[config.mk]
export PLATFORM = sky130hd
export DESIGN_NAME = tff_counter_param
export DESIGN_NICKNAME = d
export VERILOG_FILES = /design/src/rtl/tff_counter_param.sv
export SDC_FILE = /design/constraint.sdc
export NUM_CORES = 1
export LEC_CHECK = 0
export ABC_AREA = 1
export BUFFER_PORTS_ARGS = -buffer_cell sky130_fd_sc_hd__clkbuf_2
export CORE_UTILIZATION = 49
export CTS_CLUSTER_SIZE = 8
export DETAILED_ROUTE_END_ITERATION = 10
export GPL_TIMING_DRIVEN = 0
export MAX_ROUTING_LAYER = met4
export PLACE_DENSITY = 0.67
export SYNTH_ARGS = -nofsm -noshare
export SYNTH_HDL_FRONTEND = slang
export SYNTH_SLANG_ARGS = --single-unit
export TNS_END_PERCENT = 5
[constraint.sdc]
create_clock -name sysclk -period 1.2 [get_ports sysclk]
set_clock_uncertainty 0.05 [all_clocks]
set_input_delay 0.18 -clock sysclk [delete_from_list [all_inputs] [get_ports sysclk]]
set_output_delay 0.18 -clock sysclk [all_outputs]
set_load 0.1 [all_outputs]
[src/rtl/tff_counter_param.sv]
// tff_counter_param: debounced push-button up/down counter built from T flip-flops,
// with clear, optional end saturation and a one-cycle wrap pulse.
module tff_counter_param #(
    parameter int WIDTH    = 3,
    parameter int DEBOUNCE = 4
) (
    input  logic             sysclk,
    input  logic             reset_n,
    input  logic             btn_step,
    input  logic             btn_dir,
    input  logic             btn_clear,
    input  logic             sat_en,
    output logic [WIDTH-1:0] led,
    output logic             wrap
);
    localparam int CW = $clog2(DEBOUNCE + 1);
    localparam logic [WIDTH-1:0] MAXV = '1;
    logic [2:0] w_raw, w_lvl, w_evt;
    logic [WIDTH-1:0] w_tog;
    logic w_down, w_step, w_clr, w_at_end;
    assign w_raw = {btn_clear, btn_dir, btn_step};
    for (genvar b = 0; b < 3; b++) begin : g_btn
        logic r_s1, r_s2, r_deb, r_prev;
        logic [CW-1:0] r_cnt;
        always_ff @(posedge sysclk or negedge reset_n) begin
            if (!reset_n) begin
                r_s1   <= 1'b0;
                r_s2   <= 1'b0;
                r_deb  <= 1'b0;
                r_prev <= 1'b0;
                r_cnt  <= '0;
            end else begin
                r_s1   <= w_raw[b];
                r_s2   <= r_s1;
                r_prev <= r_deb;
                if (r_s2 == r_deb) begin
                    r_cnt <= '0;
                end else if (r_cnt == CW'(DEBOUNCE - 1)) begin
                    r_deb <= r_s2;
                    r_cnt <= '0;
                end else begin
                    r_cnt <= r_cnt + 1'b1;
                end
            end
        end
        assign w_lvl[b] = r_deb;
        assign w_evt[b] = r_deb & ~r_prev;
    end
    assign w_step = w_evt[0];
    assign w_down = w_lvl[1];
    assign w_clr  = w_evt[2];
    // T inputs: a bit toggles when every lower bit is at the carry (up) or borrow (down) value
    assign w_tog[0] = 1'b1;
    for (genvar i = 1; i < WIDTH; i++) begin : g_tog
        assign w_tog[i] = w_down ? ~|led[i-1:0] : &led[i-1:0];
    end
    assign w_at_end = w_down ? (led == '0) : (led == MAXV);
    always_ff @(posedge sysclk or negedge reset_n) begin
        if (!reset_n) begin
            led  <= '0;
            wrap <= 1'b0;
        end else begin
            wrap <= w_step & ~w_clr & ~sat_en & w_at_end;
            if (w_clr)
                led <= '0;
            else if (w_step && !(sat_en && w_at_end))
                led <= led ^ w_tog;
        end
    end
endmodule

==> results of run 1 <==
-- cell type report --
cell class | instances | area [µm²] | share of cell area
flip-flops and latches | 24 | 612 | 0.496
inverters | 11 | 41.3 | 0.0335
well taps | 25 | 31.3 | 0.0254
clock buffers | 4 | 36.3 | 0.0294
repair buffers | 16 | 179 | 0.145
multi-input cells | 58 | 334 | 0.271
-- synthesized netlist by cell type --
cell     count  area, µm²
inv_2        4       15.0
a21oi_1      1       5.00
nand3_2      1       10.0
nor3b_1      2       15.0
xnor2_1      3       26.3
inv_1        7       26.3
nor2_1       5       18.8
ha_1         3       37.5
nand2_2      1       6.26
o21ai_1      1       5.00
nor2_2       1       6.26
nor3_1       5       25.0
dfrtp_1     24        601
nand3_1      8       40.0
mux2_1       1       11.3
nand2_1     23       86.3
nand4_1      3       18.8
-- worst paths after layout --
check	cells after the start	endpoint	slack, ns
worst max-delay path	1	led[0]	-0.09
worst min-delay path	0	g_btn[0].r_s2$_DFF_PN0_	0.31
worst max register to register	8	led[2]$_DFFE_PN0P_	-0.04
worst min register to register	0	g_btn[0].r_s2$_DFF_PN0_	0.31
max in group asynchronous	2	led[2]$_DFFE_PN0P_	0.35
min in group asynchronous	2	g_btn[2].r_deb$_DFFE_PN0P_	0.34
-- flip-flops by register name (all words and copies together), names as in the netlist --
name / flops
g_btn.r_deb: 3
led: 3
wrap: 1
g_btn.r_cnt: 9
g_btn.r_s2: 3
g_btn.r_s1: 3
g_btn.r_prev: 2
-- through the flow --
step / hold slack [ns] / area (µm²) / utilization / total power, mW
2_1_floorplan: -0.166 / 965 / - / 2.01
3_3_place_gp: 0.151 / 1040 / 0.584 / 2.17
3_5_place_dp: 0.151 / 1040 / 0.584 / 2.21
4_1_cts: 0.313 / 1220 / 0.684 / 2.81
5_1_grt: 0.319 / 1230 / 0.692 / 3.05
6_report: 0.311 / 1230 / 0.692 / 2.84
-- metal layers --
metal | vias up | wire, µm | GRT usage
met5 | - | 0 | -
met4 | 0 | 0 | 0.0882
met3 | 0 | 46 | 0.0588
met2 | 15 | 712 | 0.296
met1 | 325 | 713 | 0.210
li1 | 341 | - | -
-- power breakdown --
part           total (mW)  internal (mW)  switching [mW]
sequential           1.22           1.03           0.181
clock               0.404          0.185           0.219
combinational        1.22          0.472           0.750
total                2.84           1.69            1.15
-- what timing repair did --
item | in CTS | in global routing
pin swaps | 1 | 0
gates resized for setup | 14 | 4
setup endpoints to repair | 7 | 7
endpoints found under the hold margin | 28 | 0
hold buffers | 5 | 0
buffers inserted | 2 | 0
-- kinds of logic after synthesis --
group / share of synthesized area
buffers and inverters: 0.0433
AOI/OAI and AO/OA: 0.0105
DFF: 0.630
muxes: 0.0118
and+or+nand+nor: 0.238
xor gates and xnor gates: 0.0276
adders and majority gates: 0.0394
==> flow_summary.ini, run 1 <==
[layout]
antenna_cells = 0
syn_to_final_growth_pct = 29.4
layout-drive-gt1-share = 0.274
fin_nets = 123
layout_common_cells = 21 x dfrtp_1, 20 x nand2_1, 7 x nand3_1
finalNonFillerCells = 138
num-fill-cells = 120
layout_commonest_cell = dfrtp_1

[floorplan]
initial_core_util = 0.535
die_area_um2 = 2130
die_w_um = 46.1
core_area_um2 = 1780
io_pins = 10
die_y_um = 46.1
rows = 15

[clock_tree]
cts_root_buffer = clkbuf_4
cts.path.max_buffers = 2
cts_tree = built
cts_made_buffers = 3
clk_pin_slew_ns = 0.12
clkSinkCount = 24
clk_latency_ns = 0.30
htree_levels = 1

[setup_path]
crit_chain = clkbuf_16
timing.rr.start = led[1]$_DFFE_PN0P_
slowest_delay_ns = 0.54
criticalPathCategory = reg -> out
crit_path_end_kind = output pin
startpoint_type = flip-flop
worstPathMaxFanout = 7
cp_slowest_cell = dfrtp_4
arrival_ns = 1.06
cp.required_ns = 0.97
crit_family = flip-flops
crit_path_start = led[0]$_DFFE_PN0P_
crit_buf_inv = 1

[power]
p_leak_nw = 0.597
irDropWorstVdd_mv = 1.40
p_per_area_nw_per_um2 = 2300

[timing]
worstMarginPinSlew_ns = 0.561
rsz0062_at_grt = yes
finalHoldViolCount = 0
setup_slack_ns = -0.0875
maxSlewHeadroom = 0.626
final.setup.tns_ns = -0.305
max_freq_mhz = 777
maxSlewViolCount = 0
finalSetupViolCount = 6
min_period_over_period = 1.07
min_period_ns = 1.29

[min_path]
hold_path.class = reg -> reg
hp-start = g_btn[0].r_s1$_DFF_PN0_

[placed_design]
place_hpwl_um = 985
pre_cts_ws_ns = 0.00288
numPlacedInstances = 127
place.gp.congestion = 0.856
port_buffers = 9

[global_route]
grt_pass1_vias = 632
antenna_found_initial = 0
grt_max_degree = 25
grt-ovfl-total = 0
grt_use_total = 0.185
grt_pass1_wl_um = 2530

[outcome]
violations = setup timing
status = finished, violations left

[routing]
vias = 681
drt_pass1_iterations = 4
wl_um = 1470
drt_iter0_markers = 12
ant_nets = 0
drc = 0
vias_per_cell = 4.93
wl_per_cell_um = 10.7

[synth]
synthCells = 93
ys_seq_elements = 24
syn_nets = 102
yosysWarnings = 0
avgSynthCellArea_um2 = 10.3
seq_area_frac_synth = 0.630
mappedNetlistArea_um2 = 953
yosysUniqueCellTypes = 17

[run]
cap_violations = 0
Power figures use the tool's default switching activity.
==> run 2, diff against run 1 <==
--- a/config.mk
+++ b/config.mk
@@ -8,11 +8,12 @@
 export ABC_AREA = 1
 export BUFFER_PORTS_ARGS = -buffer_cell sky130_fd_sc_hd__clkbuf_2
 export CORE_UTILIZATION = 49
-export CTS_CLUSTER_SIZE = 8
+export CTS_CLUSTER_SIZE = 24
 export DETAILED_ROUTE_END_ITERATION = 10
 export GPL_TIMING_DRIVEN = 0
 export MAX_ROUTING_LAYER = met4
 export PLACE_DENSITY = 0.67
+export RECOVER_POWER = 100
 export SYNTH_ARGS = -nofsm -noshare
 export SYNTH_HDL_FRONTEND = slang
 export SYNTH_SLANG_ARGS = --single-unit
==> run 2 against run 1 <==
Net effect: the flow still finishes with violations (setup timing); cell count unchanged; sequential power about the same; power decreased by 0.49%.
==> flow_summary.ini, run 2 (same netlist as run 1, synthesis figures left out) <==
[outcome]
status = finished, violations left
violations = setup timing

[routing]
drt_pass1_iterations = 4
ant_nets = 0
wl_um = 1480
vias = 676
vias_per_cell = 4.90
wl_per_cell_um = 10.7
drc = 0
drt_iter0_markers = 12

[clock_tree]
htree_levels = 1
clk_pin_slew_ns = 0.12
cts_made_buffers = 3
cts_tree = built
clkSinkCount = 24
clk_latency_ns = 0.30
cts.path.max_buffers = 2
cts_root_buffer = clkbuf_4

[floorplan]
rows = 15
die_area_um2 = 2130
io_pins = 10
die_w_um = 46.1
core_area_um2 = 1780
initial_core_util = 0.535
die_y_um = 46.1

[placed_design]
port_buffers = 9
numPlacedInstances = 127
place.gp.congestion = 0.856
place_hpwl_um = 985
pre_cts_ws_ns = 0.00288

[timing]
hold_ws_ns = 0.311
max_freq_mhz = 777
setup_slack_ns = -0.0869
maxSlewViolCount = 0
maxSlewHeadroom = 0.626
rsz0062_at_grt = yes
finalSetupViolCount = 6
min_period_ns = 1.29
finalHoldViolCount = 0
min_period_over_period = 1.07
worstMarginPinSlew_ns = 0.561

[layout]
fin_util = 0.689
layout_common_cells = 21 x nand2_1, 21 x dfrtp_1, 7 x nand3_1
fin_nets = 123
syn_to_final_growth_pct = 28.9
largest-register = g_btn.r_cnt
layout-drive-gt1-share = 0.257
largest_register_ffs = 9
antenna_cells = 0
finalNonFillerCells = 138

[setup_path]
cp.required_ns = 0.97
worstPathMaxFanout = 7
arrival_ns = 1.06
startpoint_type = flip-flop
cp_slowest_cell = dfrtp_4
crit_path_end_kind = output pin
crit_chain = clkbuf_16
slowest_delay_ns = 0.54
crit_family = flip-flops
crit_buf_inv = 1
criticalPathCategory = reg -> out

[global_route]
grt_pass1_wl_um = 2530
grt_pass1_vias = 632
grt-ovfl-total = 0
grtUsageMet2 = 0.296
antenna_found_initial = 0
grt_use_total = 0.185
busiest_layer = met2
met3_usage = 0.0588
use_met1 = 0.210
grt_max_degree = 25

[power]
power_mw = 2.83
p_per_area_nw_per_um2 = 2300
irDropWorstVdd_mv = 1.40
p_leak_nw = 0.599

[min_path]
hold_path.class = reg -> reg

[run]
cap_violations = 0
run 2: changes by cell type in the layout (fill, tap and decap cells not counted):
| cell | change |
|---|---|
| ha_1 | +1 |
| ha_2 | -1 |
| nand2_1 | +1 |
| nand2_2 | -1 |
| o21ai_0 | +1 |
| o21ai_1 | -1 |
run 2: final timing paths:
| check | start | to | slack [ns] | cells after the start |
|---|---|---|---|---|
| min in group asynchronous | reset_n | g_btn[2].r_deb$_DFFE_PN0P_ | 0.34 | 2 |
| min reg2reg | g_btn[0].r_s1$_DFF_PN0_ | g_btn[0].r_s2$_DFF_PN0_ | 0.31 | 0 |
| max | led[0]$_DFFE_PN0P_ | led[0] | -0.09 | 1 |
| max in group asynchronous | reset_n | led[2]$_DFFE_PN0P_ | 0.35 | 2 |
| min | g_btn[0].r_s1$_DFF_PN0_ | g_btn[0].r_s2$_DFF_PN0_ | 0.31 | 0 |
| max reg2reg | led[1]$_DFFE_PN0P_ | led[2]$_DFFE_PN0P_ | -0.05 | 7 |
run 2: timing repair:
item                       4_1_cts  5_1_grt
buffers inserted                 2        0
pin swaps                        1        0
setup endpoints to repair        7        7
hold buffers                     5        0
hold endpoints to repair        28        0
gates resized for setup         14        4
run 2: area by class of cell:
type / count / area [µm²]
inverter: 11 / 41.3
multi-input combinational: 58 / 329
fill: 121 / 554
timing repair buffer: 16 / 179
sequential: 24 / 612
clock buffer: 4 / 36.3
tap: 25 / 31.3
run 2: power breakdown:
group	internal, mW	switching, mW	leakage, nW	total, mW
combinational	0.465	0.746	0.280	1.21
clock	0.185	0.219	0.0210	0.404
sequential	1.03	0.178	0.298	1.21
run 2: stage by stage:
stage	cell area, µm²	TNS [ns]
after floorplan	965	-0.284
after global placement	1040	0
after detailed placement	1040	0
after CTS	1220	-0.274
after global routing	1230	-0.715
final	1230	-0.377
run 2: per-layer routing:
layer	routed length [µm]	share of wire	up-vias
met5	0	0	-
met4	0	0	0
met3	35	0.024	0
met2	721	0.49	9
met1	721	0.49	327
li1	-	-	340
==> run 3, diff against run 2 <==
--- a/config.mk
+++ b/config.mk
@@ -5,8 +5,8 @@
 export SDC_FILE = /design/constraint.sdc
 export NUM_CORES = 1
 export LEC_CHECK = 0
-export ABC_AREA = 1
 export BUFFER_PORTS_ARGS = -buffer_cell sky130_fd_sc_hd__clkbuf_2
+export CORE_MARGIN = 3
 export CORE_UTILIZATION = 49
 export CTS_CLUSTER_SIZE = 24
 export DETAILED_ROUTE_END_ITERATION = 10
==> run 3 against run 2 <==
Net effect: the run still ends with setup timing left; non-clock buffer count fell by 2; register-to-register slack got worse by 0.096 ns; sequential power rose by 7%; sequential share of layout area fell by 0.79 points.
==> flow_summary.ini, run 3 <==
[setup_path]
worst-r2r-setup-slack_ns = -0.15
criticalPathCategory = reg -> reg
ff2ff_path_depth = 3
arrival_ns = 1.51
startpoint_type = flip-flop
crit_path_end = led[2]$_DFFE_PN0P_
worstPathMaxFanout = 9
timing.rr.end = led[2]$_DFFE_PN0P_
crit_path_start = led[1]$_DFFE_PN0P_
crit_path_end_kind = flip-flop
cp.required_ns = 1.36
timing.rr.start = led[1]$_DFFE_PN0P_

[layout]
largest_register_ffs = 9
layout_common_cells = 19 x dfrtp_1, 6 x nor3b_1, 5 x clkbuf_2
layout_commonest_cell = dfrtp_1
fin_util = 0.703
syn_to_final_growth_pct = 30.5
antenna_cells = 0
layout-drive-gt1-share = 0.352
largest-register = g_btn.r_cnt
fin_nets = 98

[synth]
yosysWarnings = 0
synth_area_leader_cell = dfrtp_1
synthMuxAreaShare = 0.0456
yosysUniqueCellTypes = 28
seq_area_frac_synth = 0.625
syn_nets = 79
yosys-top-cells-count = 24 x dfrtp_1, 6 x nor3b_1, 5 x nor2b_1
yosys.area_share.adder = 0.0391
synth_top_family_by_area = simple AND/OR/NAND/NOR gates
ys_seq_elements = 24
synth_compound_area_frac = 0.0690
synth_top_area_frac = 0.625
mappedNetlistArea_um2 = 961
ys.flop_type = dfrtp_1
synthTopCellsByArea = dfrtp_1 63%, nor3b_1 4.7%, ha_1 3.9%
synth_edf_count = 0
avgSynthCellArea_um2 = 13.7
synth_xor_area_frac = 0.0273
synthMostInstantiatedCell = dfrtp_1
synthCells = 70
synth-simple-area-share = 0.190
synth-async-reset-ratio = 1.00

[power]
irDropWorstVdd_mv = 1.04
p_leak_nw = 0.534
p_sw_mw = 1.20
swShare = 0.394
p_per_area_nw_per_um2 = 2440
clock_power_share = 0.122
p_seq_frac = 0.425
p_int_mw = 1.85
p_comb_frac = 0.453

[global_route]
grt_max_degree = 25
grt_use_total = 0.151
antenna_found_initial = 0
grt-ovfl-total = 0
grt_pass1_wl_um = 2710
grt_pass1_vias = 597

[routing]
drc = 0
drt_iter0_markers = 10
wl_um = 1620
wl_per_cell_um = 14.3
drt_pass1_iterations = 4
vias = 586
ant_nets = 0
vias_per_cell = 5.19

[floorplan]
die_w_um = 50.3
rows = 15
core_area_um2 = 1780
die_area_um2 = 2530
die_y_um = 50.3
initial_core_util = 0.539
io_pins = 10

[timing]
finalSetupViolCount = 7
finalHoldViolCount = 0
maxSlewViolCount = 0
rsz0062_at_grt = yes
maxSlewHeadroom = 0.602
setup_slack_ns = -0.146
max_freq_mhz = 743
worstMarginPinSlew_ns = 0.597
hold_ws_ns = 0.0524
min_period_ns = 1.35
min_period_over_period = 1.12
final.setup.tns_ns = -0.852

[outcome]
status = finished, violations left
violations = setup timing

[placed_design]
pre_cts_ws_ns = -0.189
port_buffers = 9
place_hpwl_um = 972
place.gp.congestion = 0.764

[run]
cap_violations = 0

[clock_tree]
cts_tree = built
cts_made_buffers = 3
cts.path.max_buffers = 2
cts_root_buffer = clkbuf_4
clk_pin_slew_ns = 0.14
clk_latency_ns = 0.32
htree_levels = 1
clkSinkCount = 24

[min_path]
hold_path.class = in -> reg
==> run 3: cell families after synthesis <==
group | count (synthesis)
AOI/OAI and AO/OA | 8
xor gates and xnor gates | 3
adders and majority gates | 3
buffers and inverters | 1
DFF | 24
muxes | 4
and+or+nand+nor | 27
==> run 3: routing by layer <==
layer  wire length [µm]  vias up  part of all wire  global-route usage
li1                   -      290                 -                   -
met5                  0        -                 0                   -
met2                711       11              0.44               0.220
met3                 58        5             0.036              0.0356
met1                804      280              0.50               0.188
met4                 41        0             0.025              0.0968
==> run 3: power groups by stage <==
stage / clock network, mW / registers (mW) / logic [mW]
6_report: 0.373 / 1.30 / 1.39
5_1_grt: 0.414 / 1.34 / 1.49
3_5_place_dp: 0 / 1.28 / 1.04
2_1_floorplan: 0 / 1.55 / 0.550
3_3_place_gp: 0 / 1.27 / 1.01
4_1_cts: 0.382 / 1.27 / 1.27
==> run 3: metrics by stage <==
step,instances,instance area [µm²],power [mW]
after floorplan,70,972,2.10
final,113,1250,3.06
after global routing,113,1250,3.25
after CTS,113,1210,2.92
after global placement,104,1050,2.28
after detailed placement,104,1050,2.32
==> run 3: timing repair <==
item / CTS / global route
endpoints found under the hold margin: 27 / 0
resized for setup: 20 / 11
buffers inserted: 1 / 0
hold buffers: 4 / 0
setup endpoints to repair: 11 / 10
pin swaps: 3 / 3
==> run 3: cell type report <==
class                      count  area, µm²
multi-input combinational     45        423
sequential                    24        614
fill                         125        529
clock buffer                   4       26.3
inverter                       1       3.75
timing repair buffer          14        155
tap                           25       31.3
==> run 3: worst min path at each step <==
stage,startpoint,to,slack [ns],depth (start not counted)
after floorplan,reset_n,g_btn[0].r_cnt[0]$_DFF_PN0_,-0.17,0
final,sat_en,wrap$_DFF_PN0_,0.05,2
after CTS,sat_en,wrap$_DFF_PN0_,0.04,2
after global placement,reset_n,g_btn[0].r_cnt[0]$_DFF_PN0_,0.15,1
after detailed placement,reset_n,g_btn[0].r_cnt[0]$_DFF_PN0_,0.16,1
after global routing,sat_en,wrap$_DFF_PN0_,0.07,2
==> run 3: critical path: stages, from the launching register on <==
cell and delay [ns]:
dfrtp_4 0.55, and3b_2 0.26, a221oi_1 0.28, a311oi_1 0.09
